## config.mk

```make
export PLATFORM = sky130hd
export DESIGN_NAME = serial_adder
export DESIGN_NICKNAME = d
export VERILOG_FILES = /design/src/rtl/serial_adder.sv
export SDC_FILE = /design/constraint.sdc
export NUM_CORES = 1
export LEC_CHECK = 0
export BUFFER_PORTS_ARGS = -buffer_cell sky130_fd_sc_hd__buf_2
export CORE_ASPECT_RATIO = 2
export CORE_MARGIN = 1
export CORE_UTILIZATION = 53
export DETAILED_ROUTE_END_ITERATION = 8
export PLACE_DENSITY = 0.77
export SLEW_MARGIN = 5
export SYNTH_ARGS = -nofsm -noshare
export SYNTH_HDL_FRONTEND = slang
export SYNTH_SLANG_ARGS = --single-unit
```

## constraint.sdc

```tcl
create_clock -name clk -period 1.3 [get_ports clk]
set_input_delay 0.065 -clock clk [delete_from_list [all_inputs] [get_ports clk]]
set_output_delay 0.065 -clock clk [all_outputs]
set_load 0.01 [all_outputs]
```

## src/rtl/serial_adder.sv

```systemverilog
// Bit-serial adder: adds two WIDTH-bit operands LSB-first through one full-adder cell and a carry flop.
// Latency: start accepted at edge k -> done pulse and valid sum/cout in the cycle after edge k+WIDTH.
// Backpressure: none; start is ignored while busy. Optional ovf output under macro SERIAL_ADDER_OVF_EN.
module serial_adder #(
    parameter int WIDTH = 8
) (
    input  logic             clk,
    input  logic             rst,
    input  logic             start,
    input  logic [WIDTH-1:0] a,
    input  logic [WIDTH-1:0] b,
    input  logic             cin,
    output logic             busy,
    output logic             done,
    output logic [WIDTH-1:0] sum,
    output logic             cout
`ifdef SERIAL_ADDER_OVF_EN
    ,
    output logic             ovf
`endif
);

    localparam int CW = (WIDTH > 2) ? $clog2(WIDTH) : 1;

    localparam logic [1:0] S_IDLE  = 2'd0;
    localparam logic [1:0] S_SHIFT = 2'd1;
    localparam logic [1:0] S_DONE  = 2'd2;

    logic [1:0]       state;
    logic [CW-1:0]    cnt;
    logic             c;
    logic [WIDTH-1:0] a_sr;
    logic [WIDTH-1:0] b_sr;
    logic [WIDTH-1:0] r_sr;
    logic             s_bit;
    logic             c_nxt;

    // The single full-adder cell shared by every bit position.
    always_comb begin
        s_bit = a_sr[0] ^ b_sr[0] ^ c;
        c_nxt = (a_sr[0] & b_sr[0]) | (a_sr[0] & c) | (b_sr[0] & c);
    end

    assign busy = (state == S_SHIFT);
    assign done = (state == S_DONE);

    // Control FSM and datapath; sum/cout (and ovf) only move on the last shift edge.
    always_ff @(posedge clk) begin
        if (rst) begin
            state <= S_IDLE;
            cnt   <= '0;
            c     <= 1'b0;
            a_sr  <= '0;
            b_sr  <= '0;
            r_sr  <= '0;
            sum   <= '0;
            cout  <= 1'b0;
`ifdef SERIAL_ADDER_OVF_EN
            ovf   <= 1'b0;
`endif
        end else begin
            case (state)
                S_IDLE, S_DONE: begin
                    if (start) begin
                        a_sr  <= a;
                        b_sr  <= b;
                        c     <= cin;
                        cnt   <= '0;
                        state <= S_SHIFT;
                    end else begin
                        state <= S_IDLE;
                    end
                end
                S_SHIFT: begin
                    a_sr <= a_sr >> 1;
                    b_sr <= b_sr >> 1;
                    r_sr <= {s_bit, r_sr[WIDTH-1:1]};
                    c    <= c_nxt;
                    cnt  <= cnt + 1'b1;
                    if (cnt == CW'(WIDTH - 1)) begin
                        // Bypass the result register so the full word lands on sum in one step.
                        sum   <= {s_bit, r_sr[WIDTH-1:1]};
                        cout  <= c_nxt;
`ifdef SERIAL_ADDER_OVF_EN
                        // c is the carry into the MSB at this point.
                        ovf   <= c ^ c_nxt;
`endif
                        state <= S_DONE;
                    end
                end
                default: state <= S_IDLE;
            endcase
        end
    end

endmodule

```

==> results of run 1 <==
-- timing repair --
| item | 4_1_cts | 5_1_grt |
|---|---|---|
| hold buffers | 0 | 0 |
| gates cloned | 0 | 1 |
| setup buffers | 1 | 0 |
| gates resized for setup | 2 | 4 |
| endpoints found under the setup margin | 10 | 14 |
-- sequential cells by signal, summed over array words and instances (netlist names) --
| signal | flops |
|---|---|
| b_sr | 8 |
| state | 2 |
| cout | 1 |
| r_sr | 7 |
| cnt | 3 |
| sum | 8 |
| a_sr | 8 |
| c | 1 |
-- through the flow --
step / hold slack (ps) / total power [mW] / setup WS [ps]
2_1_floorplan: 201.0 / 1.476 / 113.0
3_3_place_gp: 307.9 / 1.535 / 84.17
3_5_place_dp: 316.2 / 1.552 / -48.53
4_1_cts: 9.989 / 2.296 / 31.20
5_1_grt: 27.11 / 2.385 / -25.94
6_report: 15.81 / 2.280 / 22.73
-- cell families (layout without fill, tap and decap cells) --
group | count (synthesis) | in the layout
simple gates | 94 | 94
compound gates | 37 | 37
fa+ha+maj | 3 | 3
buf+inv | 17 | 47
flops | 38 | 38
-- cells in the mapped netlist --
cell	n
nand3b_1	1
nor2_1	17
a21oi_1	21
buf_4	2
ha_1	2
nand2_1	57
clkbuf_1	6
dfxtp_1	38
buf_2	5
fa_1	1
a311oi_1	15
nor2b_1	2
buf_6	3
inv_2	1
nand2b_1	3
nand3_1	14
o21a_1	1
-- critical path, cell delays in order, from the launching register on --
cell and delay (ps):
dfxtp_1 330, ha_1 210, ha_2 180, nand3b_1 120, buf_4 150, nand2_1 60, a21oi_1 160
-- worst min-delay path by stage --
stage	startpoint	slack (ps)	to
CTS	b[7]	10	b_sr[7]$_SDFFE_PP0P_
detailed placement	b[7]	320	b_sr[7]$_SDFFE_PP0P_
finish	b[7]	20	b_sr[7]$_SDFFE_PP0P_
floorplan	a[7]	200	a_sr[7]$_SDFFE_PP0P_
global placement	a[7]	310	a_sr[7]$_SDFFE_PP0P_
global route	b[7]	30	b_sr[7]$_SDFFE_PP0P_
-- final cells by class --
class / count / area (µm²)
Clock buffer: 7 / 76.32
Fill cell: 246 / 923.4
Inverter: 1 / 6.256
Multi-Input combinational cell: 134 / 685.7
Sequential cell: 38 / 762.0
Tap cell: 29 / 36.28
Timing Repair Buffer: 39 / 246.5
-- layer usage --
layer / global-route usage / wire (µm) / part of all wire
met1: 0.2435 / 1193 / 0.37
met2: 0.4258 / 1828 / 0.57
met3: 0.07345 / 114 / 0.035
met4: 0.1310 / 85 / 0.026
met5: 0 / 0 / 0
-- report_power, final --
part	switching (mW)	internal (mW)
combinational	0.153	0.114
sequential	0.0369	1.22
clock	0.382	0.369
==> flow_metrics.py, run 1 <==
metrics = {
    "critical_path": {
        "cp_max_fo": 5,
        "worst_setup_path_start_kind": "flop",
        "crit_start": "cnt[0]$_SDFFE_PP0P_",
        "arrival_ps": 1490,
        "worstReg2RegEnd": "cout$_SDFFE_PP0P_",
        "r2r_start": "cnt[0]$_SDFFE_PP0P_",
        "endpoint": "cout$_SDFFE_PP0P_",
        "regToRegSetupSlack_ps": 20,
        "crit_type": "reg2reg",
        "worstSetupEndpointType": "flop",
        "worstRegToRegCells": 6,
        "cp.required_ps": 1510,
    },
    "yosys": {
        "synthAdderAreaFrac": 0.02932,
        "synth-seq-area-share": 0.4951,
        "synth_mux_area_frac": 0,
        "synth_area_mm2": 0.001536,
        "synth_cell_types": 17,
        "synth_xor_area_frac": 0,
        "synthTopCellsByArea": "dfxtp_1 (50%), nand2_1 (14%), a311oi_1 (8.6%), a21oi_1 (6.8%), nand3_1 (4.6%)",
        "synthSimpleGateAreaFrac": 0.2516,
        "synth_compound_area_frac": 0.1588,
        "synth_top_area_frac": 0.4951,
        "avgSynthCellArea_um2": 8.129,
        "synth_top_cell_by_area": "dfxtp_1",
        "syn-num-nets": 212,
        "syn_inst": 189,
        "synth_top_family_by_area": "simple AND/OR/NAND/NOR gates",
        "yosysWarnings": 0,
        "synth-seq-cells": 38,
    },
    "route": {
        "routed_wl_um": 3222,
        "drtPass1Iterations": 4,
        "drt_iter0_drc": 28,
        "remaining_drc_errors": 0,
        "ant_nets": 0,
        "via_count": 1382,
        "wire_per_inst_um": 12.99,
        "viasPerCell": 5.573,
    },
    "run_status": {
        "run_status": "finished clean",
    },
    "timing": {
        "fin_crit_sh": 0.9825,
        "setup_violations": 0,
        "worst_pin_slew_ps": 316.8,
        "max_freq_mhz": 782.9,
        "slew_headroom": 0.7888,
        "hold_viol": 0,
        "skew_ps": 6.596,
        "fin_crit_ps": 1277,
        "final.setup.tns_ps": 0,
        "final_max_slew_viol_count": 0,
    },
    "floorplan": {
        "initial_utilization": 0.5615,
        "core_area_mm2": 0.002736,
        "dieArea_mm2": 0.003131,
        "rows": 27,
        "die_h_um": 78.15,
        "ios": 31,
        "fp.dieW_um": 40.07,
    },
    "clock_network": {
        "clk_pin_slew_ps": 70,
        "cts_sinks": 38,
        "max-clock-path-buffers": 2,
        "cts_buffers": 5,
        "worstSkewPairLatency_ps": 290,
        "htreeDepth": 2,
        "cts_tree": "done",
        "cts-root-buf": "clkbuf_8",
    },
    "layout": {
        "fin_nets": 242,
        "syn_to_final_growth_pct": 18.00,
        "drive_gt1_frac": 0.2192,
        "final_util": 0.6626,
        "layout_commonest_cell": "nand2_1",
        "n_antenna_cell": 0,
        "final_cell_mix": "nand2_1 (57), dfxtp_1 (37), buf_2 (30)",
        "postLayoutCellArea_mm2": 0.001813,
        "instances_no_fill": 248,
    },
    "placed_design": {
        "place_area_mm2": 0.001704,
        "place_hpwl_um": 2210,
        "place.gp.congestion": 0.6499,
        "place_inst": 239,
        "portBuffers": 30,
    },
    "pwr": {
        "p_leak_nw": 0.7393,
        "ir_drop_v": 0.0009184,
        "p_per_area_mw_per_mm2": 1257,
    },
    "global_route": {
        "grt_max_degree": 38,
        "grt_pass1_wl_um": 5402,
        "overflow": 0,
        "grtUsageTotal": 0.2486,
        "grt_antenna_before_repair": 0,
        "grt_pass1_vias": 1327,
    },
    "run": {
        "cap_violations": 0,
    },
    "min_path": {
        "min_path_cells": 3,
        "hold_class": "in2reg",
    },
}
(Power assumes the default switching activity.)
==> run 2, diff against run 1 <==
--- a/config.mk
+++ b/config.mk
@@ -10,7 +10,8 @@
 export CORE_MARGIN = 1
 export CORE_UTILIZATION = 53
 export DETAILED_ROUTE_END_ITERATION = 8
-export PLACE_DENSITY = 0.77
+export PLACE_DENSITY = 0.82
+export SETUP_SLACK_MARGIN = 0.05
 export SLEW_MARGIN = 5
 export SYNTH_ARGS = -nofsm -noshare
 export SYNTH_HDL_FRONTEND = slang
==> run 2 against run 1 <==
  * Global-route usage rose by 0.54 points
  * Critical path type unchanged
  * Largest power group unchanged
  * First-iteration DRC count rose by 120%
  * Power rose by 22%
  * Cell count rose by 2.4%
  * Maximum frequency rose by 5.0%
  * Clock skew rose by 2.4 ps
  * Count of clock-buffer cells in the layout fell by 1
  * Core utilization rose by 5.9 points
  * Largest cell class unchanged
  * Combinational power rose by 11%
  * Die area did not move
  * Worst setup slack improved by 61 ps
==> flow_metrics.py, run 2 (synthesis results as in run 1) <==
metrics = {
    "placed_design": {
        "place_hpwl_um": 2051,
        "place_inst": 241,
        "post-place-ws_ps": -30.70,
        "portBuffers": 30,
        "place.gp.congestion": 0.6767,
    },
    "clock_network": {
        "clk_pin_slew_ps": 80,
        "worstSkewPairLatency_ps": 290,
        "cts-root-buf": "clkbuf_8",
        "max-clock-path-buffers": 2,
        "htreeDepth": 2,
        "cts_tree": "done",
        "cts_sinks": 38,
        "ctsHoldBuffers": 0,
        "cts_buffers": 5,
    },
    "timing": {
        "setup_violations": 0,
        "final.setup.tns_ps": 0,
        "fin_ws_ps": 84.01,
        "worst_pin_slew_ps": 231.7,
        "hold_viol": 0,
        "fin_crit_sh": 0.9354,
        "skew_ps": 8.971,
        "rsz0062_at_grt": "yes",
        "max_freq_mhz": 822.4,
        "holdWs_ps": 13.93,
        "final_max_slew_viol_count": 0,
        "fin_crit_ps": 1216,
        "slew_headroom": 0.8445,
    },
    "critical_path": {
        "regToRegSetupSlack_ps": 80,
        "cp_max_fo": 5,
        "crit_top_cell": "ha_4",
        "worstSetupEndpointType": "flop",
        "crit_type": "reg2reg",
        "cpMaxStageDelayCell": "dfxtp_2",
        "path_cells": "ha_4 -> ha_4 -> nand3b_1 -> buf_6 -> nand2_1 -> a21oi_1",
        "worstReg2RegEnd": "sum[5]$_SDFFE_PP0P_",
        "worst_setup_path_start_kind": "flop",
        "worstRegToRegCells": 6,
        "crit_start": "cnt[0]$_SDFFE_PP0P_",
        "max_stage_delay_ps": 350,
        "arrival_ps": 1430,
        "r2r_start": "cnt[0]$_SDFFE_PP0P_",
        "endpoint": "sum[5]$_SDFFE_PP0P_",
        "cp.required_ps": 1520,
    },
    "pwr": {
        "switchingPower_uw": 606.4,
        "pwr-share-seq": 0.455,
        "p_per_area_mw_per_mm2": 1409,
        "ir_drop_v": 0.001019,
        "p_leak_nw": 0.7987,
        "clockPowerShare": 0.439,
        "intPower_mw": 2.176,
        "swShare": 0.2179,
        "power_frac_comb": 0.107,
    },
    "route": {
        "remaining_drc_errors": 0,
        "via_count": 1377,
        "drt_iter0_drc": 62,
        "wire_per_inst_um": 13.43,
        "drtPass1Iterations": 4,
        "ant_nets": 0,
        "routed_wl_um": 3410,
        "viasPerCell": 5.421,
    },
    "run": {
        "cap_violations": 0,
    },
    "layout": {
        "n_antenna_cell": 0,
        "fin_nets": 247,
        "reg.largest.list": "a_sr x8, b_sr x8, sum x8",
        "drive_gt1_frac": 0.2800,
        "layout_commonest_cell": "nand2_1",
        "instances_no_fill": 254,
        "syn_to_final_growth_pct": 28.50,
        "final_cell_mix": "nand2_1 (56), dfxtp_1 (35), buf_2 (30)",
        "final_util": 0.7215,
    },
    "floorplan": {
        "fp.dieW_um": 40.07,
        "core_area_mm2": 0.002736,
        "rows": 27,
        "initial_utilization": 0.5615,
        "ios": 31,
        "dieArea_mm2": 0.003131,
        "die_h_um": 78.15,
    },
    "global_route": {
        "grt_antenna_before_repair": 0,
        "grt_pass1_vias": 1285,
        "overflow": 0,
        "grt_pass1_wl_um": 5533,
        "grtUsageTotal": 0.2540,
        "grt_max_degree": 39,
    },
    "run_status": {
        "run_status": "finished clean",
    },
    "min_path": {
        "hold_class": "in2reg",
    },
}
[run 2: changes by cell type in the layout (fill, tap and decap cells not counted), moves of 2 or more]
cell | previous run | this run
dfxtp_1 | 37 | 35
a21oi_1 | 21 | 19
ha_4 | 0 | 2
bufinv_16 | 0 | 2
buf_6 | 1 | 3
clkbuf_1 | 2 | 0
a21oi_2 | 0 | 2
dfxtp_2 | 1 | 3
[run 2: worst min path at each step]
stage	from	end	slack (ps)	depth (start not counted)
2_1_floorplan	a[7]	a_sr[7]$_SDFFE_PP0P_	200	2
3_3_place_gp	a[7]	a_sr[7]$_SDFFE_PP0P_	310	3
3_5_place_dp	b[7]	b_sr[7]$_SDFFE_PP0P_	320	3
4_1_cts	a[7]	a_sr[7]$_SDFFE_PP0P_	8	3
5_1_grt	b[5]	b_sr[5]$_SDFFE_PP0P_	30	3
6_report	a[7]	a_sr[7]$_SDFFE_PP0P_	10	3
[run 2: final cells by class]
type / instances / area (µm²)
sequential: 38 / 764.5
fill: 226 / 762.0
multi-input combinational: 134 / 720.7
timing repair buffer: 43 / 296.5
clock buffer: 6 / 82.58
clock inverter: 2 / 60.06
tap: 29 / 36.28
timing repair inverter: 1 / 7.507
inverter: 1 / 6.256
[run 2: critical path: cells and delay by family (launching register included)]
kind            cells  cell delay, ps
compound gates      1             120
fa+ha+maj           2             310
buf+inv             1             150
flops               1             350
simple gates        2             210
[run 2: per-stage QoR]
stage,power [mW],cell area (µm²)
after floorplan,1.476,1536
after global placement,1.557,1732
after detailed placement,1.565,1732
after CTS,2.791,1921
after global routing,2.893,1974
final,2.783,1974
[run 2: repair_timing]
action / 4_1_cts / 5_1_grt
resized for setup: 7 / 11
pin swaps: 0 / 5
buffers inserted: 2 / 1
endpoints found under the setup margin: 12 / 27
gates cloned: 2 / 0
[run 2: routing by layer]
layer	track usage	routed length [µm]	up-vias
li1	-	-	706
met1	0.2637	1303	631
met2	0.4371	1927	34
met3	0.06215	103	6
met4	0.1172	76	0
met5	0	0	-
[run 2: power by group through the flow]
stage / Combinational [mW] / Sequential (mW) / Clock (mW)
2_1_floorplan: 0.199 / 1.28 / 0
6_report: 0.296 / 1.27 / 1.22
5_1_grt: 0.336 / 1.27 / 1.28
4_1_cts: 0.289 / 1.26 / 1.24
3_3_place_gp: 0.273 / 1.28 / 0
3_5_place_dp: 0.277 / 1.29 / 0
==> run 3, diff against run 2 <==
--- a/config.mk
+++ b/config.mk
@@ -8,9 +8,9 @@
 export BUFFER_PORTS_ARGS = -buffer_cell sky130_fd_sc_hd__buf_2
 export CORE_ASPECT_RATIO = 2
 export CORE_MARGIN = 1
-export CORE_UTILIZATION = 53
+export CORE_UTILIZATION = 48
 export DETAILED_ROUTE_END_ITERATION = 8
-export PLACE_DENSITY = 0.82
+export PLACE_DENSITY = 0.79
 export SETUP_SLACK_MARGIN = 0.05
 export SLEW_MARGIN = 5
 export SYNTH_ARGS = -nofsm -noshare
==> constraint.sdc (replaced) <==
create_clock -name clk -period 1 [get_ports clk]
set_input_delay 0.05 -clock clk [delete_from_list [all_inputs] [get_ports clk]]
set_output_delay 0.05 -clock clk [all_outputs]
set_load 0.01 [all_outputs]
==> run 3 against run 2 <==
  * The flow now finishes with violations (setup timing)
  * Power rose by 20%
  * Worst setup slack lost 260 ps
  * Maximum frequency is 3.5% higher
  * Clock skew decreased by 1.1 ps
  * Non-clock buffer count up 6
  * First-iteration DRC count down 53%
  * Core utilization shrank 0.10 points
  * Sequential share of layout area decreased by 3.2 points
  * Final area up 9.9%
  * Cell count is 2.8% higher
  * Die area increased by 10%
==> flow_metrics.py, run 3 (synthesis results as in run 1) <==
metrics = {
    "critical_path": {
        "worstRegToRegCells": 3,
        "crit_start": "c$_SDFFE_PP0P_",
        "path_cells": "fa_2 -> nand2_1 -> a21oi_1",
        "crit_type": "reg2reg",
        "cp.required_ps": 1220,
        "worst_setup_path_start_kind": "flop",
        "worstSetupEndpointType": "flop",
        "cpMaxStageDelayCell": "fa_2",
        "max_stage_delay_ps": 570,
        "arrival_ps": 1400,
        "cp_max_fo": 2,
        "r2r_start": "c$_SDFFE_PP0P_",
    },
    "clock_network": {
        "cts_buffers": 5,
        "clk_pin_slew_ps": 80,
        "max-clock-path-buffers": 2,
        "cts_sinks": 38,
        "htreeDepth": 2,
        "cts_tree": "done",
        "cts-root-buf": "clkbuf_8",
        "worstSkewPairLatency_ps": 300,
    },
    "placed_design": {
        "place_inst": 241,
        "place_area_mm2": 0.001785,
        "place.gp.congestion": 0.7346,
        "portBuffers": 30,
        "place_hpwl_um": 1991,
    },
    "route": {
        "remaining_drc_errors": 0,
        "viasPerCell": 5.506,
        "drt_iter0_drc": 29,
        "wire_per_inst_um": 14.31,
        "via_count": 1437,
        "drtPass1Iterations": 4,
        "ant_nets": 0,
        "routed_wl_um": 3736,
    },
    "layout": {
        "fin_nets": 253,
        "layout.filler_cells": 240,
        "multiInputGateArea_um2": 784.5,
        "layout_commonest_cell": "nand2_1",
        "syn_to_final_growth_pct": 41.29,
        "n_antenna_cell": 0,
        "postLayoutCellArea_mm2": 0.002171,
        "final_cell_mix": "nand2_1 (52), dfxtp_1 (32), buf_2 (29)",
        "seq_area_um2": 770.7,
        "drive_gt1_frac": 0.3550,
        "reg.largest.list": "a_sr x8, b_sr x8, sum x8",
        "instances_no_fill": 261,
    },
    "floorplan": {
        "fp.dieW_um": 42.01,
        "core_area_mm2": 0.003013,
        "ios": 31,
        "die_h_um": 82.01,
        "rows": 28,
        "initial_utilization": 0.5100,
        "dieArea_mm2": 0.003445,
    },
    "timing": {
        "fin_crit_sh": 1.175,
        "rsz0062_at_grt": "yes",
        "setup_violations": 39,
        "fin_crit_ps": 1175,
        "holdWs_ps": 4.682,
        "slew_headroom": 0.8467,
        "skew_ps": 7.823,
        "final_max_slew_viol_count": 0,
        "hold_viol": 0,
        "max_freq_mhz": 851.3,
        "worst_pin_slew_ps": 228.3,
        "final.setup.tns_ps": -3242,
        "fin_ws_ps": -174.6,
    },
    "min_path": {
        "min_path_cells": 3,
        "hold_class": "in2reg",
        "hold_start": "cin",
    },
    "run_status": {
        "run_status": "finished, violations left",
        "violations": "setup timing",
    },
    "pwr": {
        "p_total_mw": 3.326,
        "p_leak_nw": 0.8773,
        "p_per_area_mw_per_mm2": 1532,
        "ir_drop_v": 0.001374,
    },
    "run": {
        "cap_violations": 0,
    },
    "global_route": {
        "grtUsageTotal": 0.2075,
        "grt_pass1_wl_um": 5354,
        "grt_max_degree": 39,
        "overflow": 0,
        "grt_antenna_before_repair": 0,
        "grt_pass1_vias": 1265,
    },
}
## run 3: cell types whose count changed in the layout (fill, tap and decap cells not counted), sizes merged
cell         before  now
inv               1    2
clkinvlp          1    0
dlygate4sd3       0    2
clkbuf            6    9
bufinv            2    0
nand2b            3    4
clkinv            0    1
buf              43   44
## run 3: per-layer routing
| layer | part of all wire | global-route usage |
|---|---|---|
| met1 | 0.37 | 0.2102 |
| met2 | 0.55 | 0.3781 |
| met3 | 0.035 | 0.05495 |
| met4 | 0.041 | 0.1129 |
| met5 | 0 | 0 |
## run 3: path summary, 6_finish.rpt
check             slack [ps]                    to
setup / recovery        -170  r_sr[7]$_SDFFE_PP0P_
hold / removal             5        c$_SDFFE_PP0P_
setup reg to reg        -170  r_sr[7]$_SDFFE_PP0P_
hold reg to reg          460   sum[4]$_SDFFE_PP0P_
## run 3: critical path, delay by kind of cell (launching register included)
| kind | cells | cell delay [ps] |
|---|---|---|
| AO/OA/AOI/OAI | 1 | 130 |
| flip-flops | 1 | 340 |
| AND/OR/NAND/NOR | 1 | 60 |
| adder cells (fa/ha/maj) | 1 | 570 |
## run 3: power breakdown
part	total (mW)	internal, mW	switching [mW]
Clock	1.11	0.556	0.552
Combinational	0.568	0.302	0.266
Sequential	1.65	1.59	0.0565
Total	3.33	2.45	0.875
## run 3: stage by stage
| stage | setup slack [ps] | util |
|---|---|---|
| final | -174.6 | 0.7205 |
| after global routing | -198.9 | 0.7205 |
| after CTS | -135.0 | 0.6711 |
| after detailed placement | -125.9 | 0.5926 |
| after global placement | -128.4 | 0.5926 |
| after floorplan | -95.86 | - |
## run 3: what timing repair did
item	4_1_cts	5_1_grt
hold endpoints to repair	2	0
setup endpoints to repair	36	40
buffers inserted	2	1
pin swaps	6	19
cloned	3	4
resized for setup	15	13
hold buffers	2	0
## run 3: area by class of cell
cell class	count	share of cell area
multi-input cells	135	0.3614
flip-flops and latches	38	0.3550
repair buffers	49	0.2202
clock buffers	6	0.03804
well taps	30	0.01729
clock inverters	2	0.005187
inverters	1	0.002882
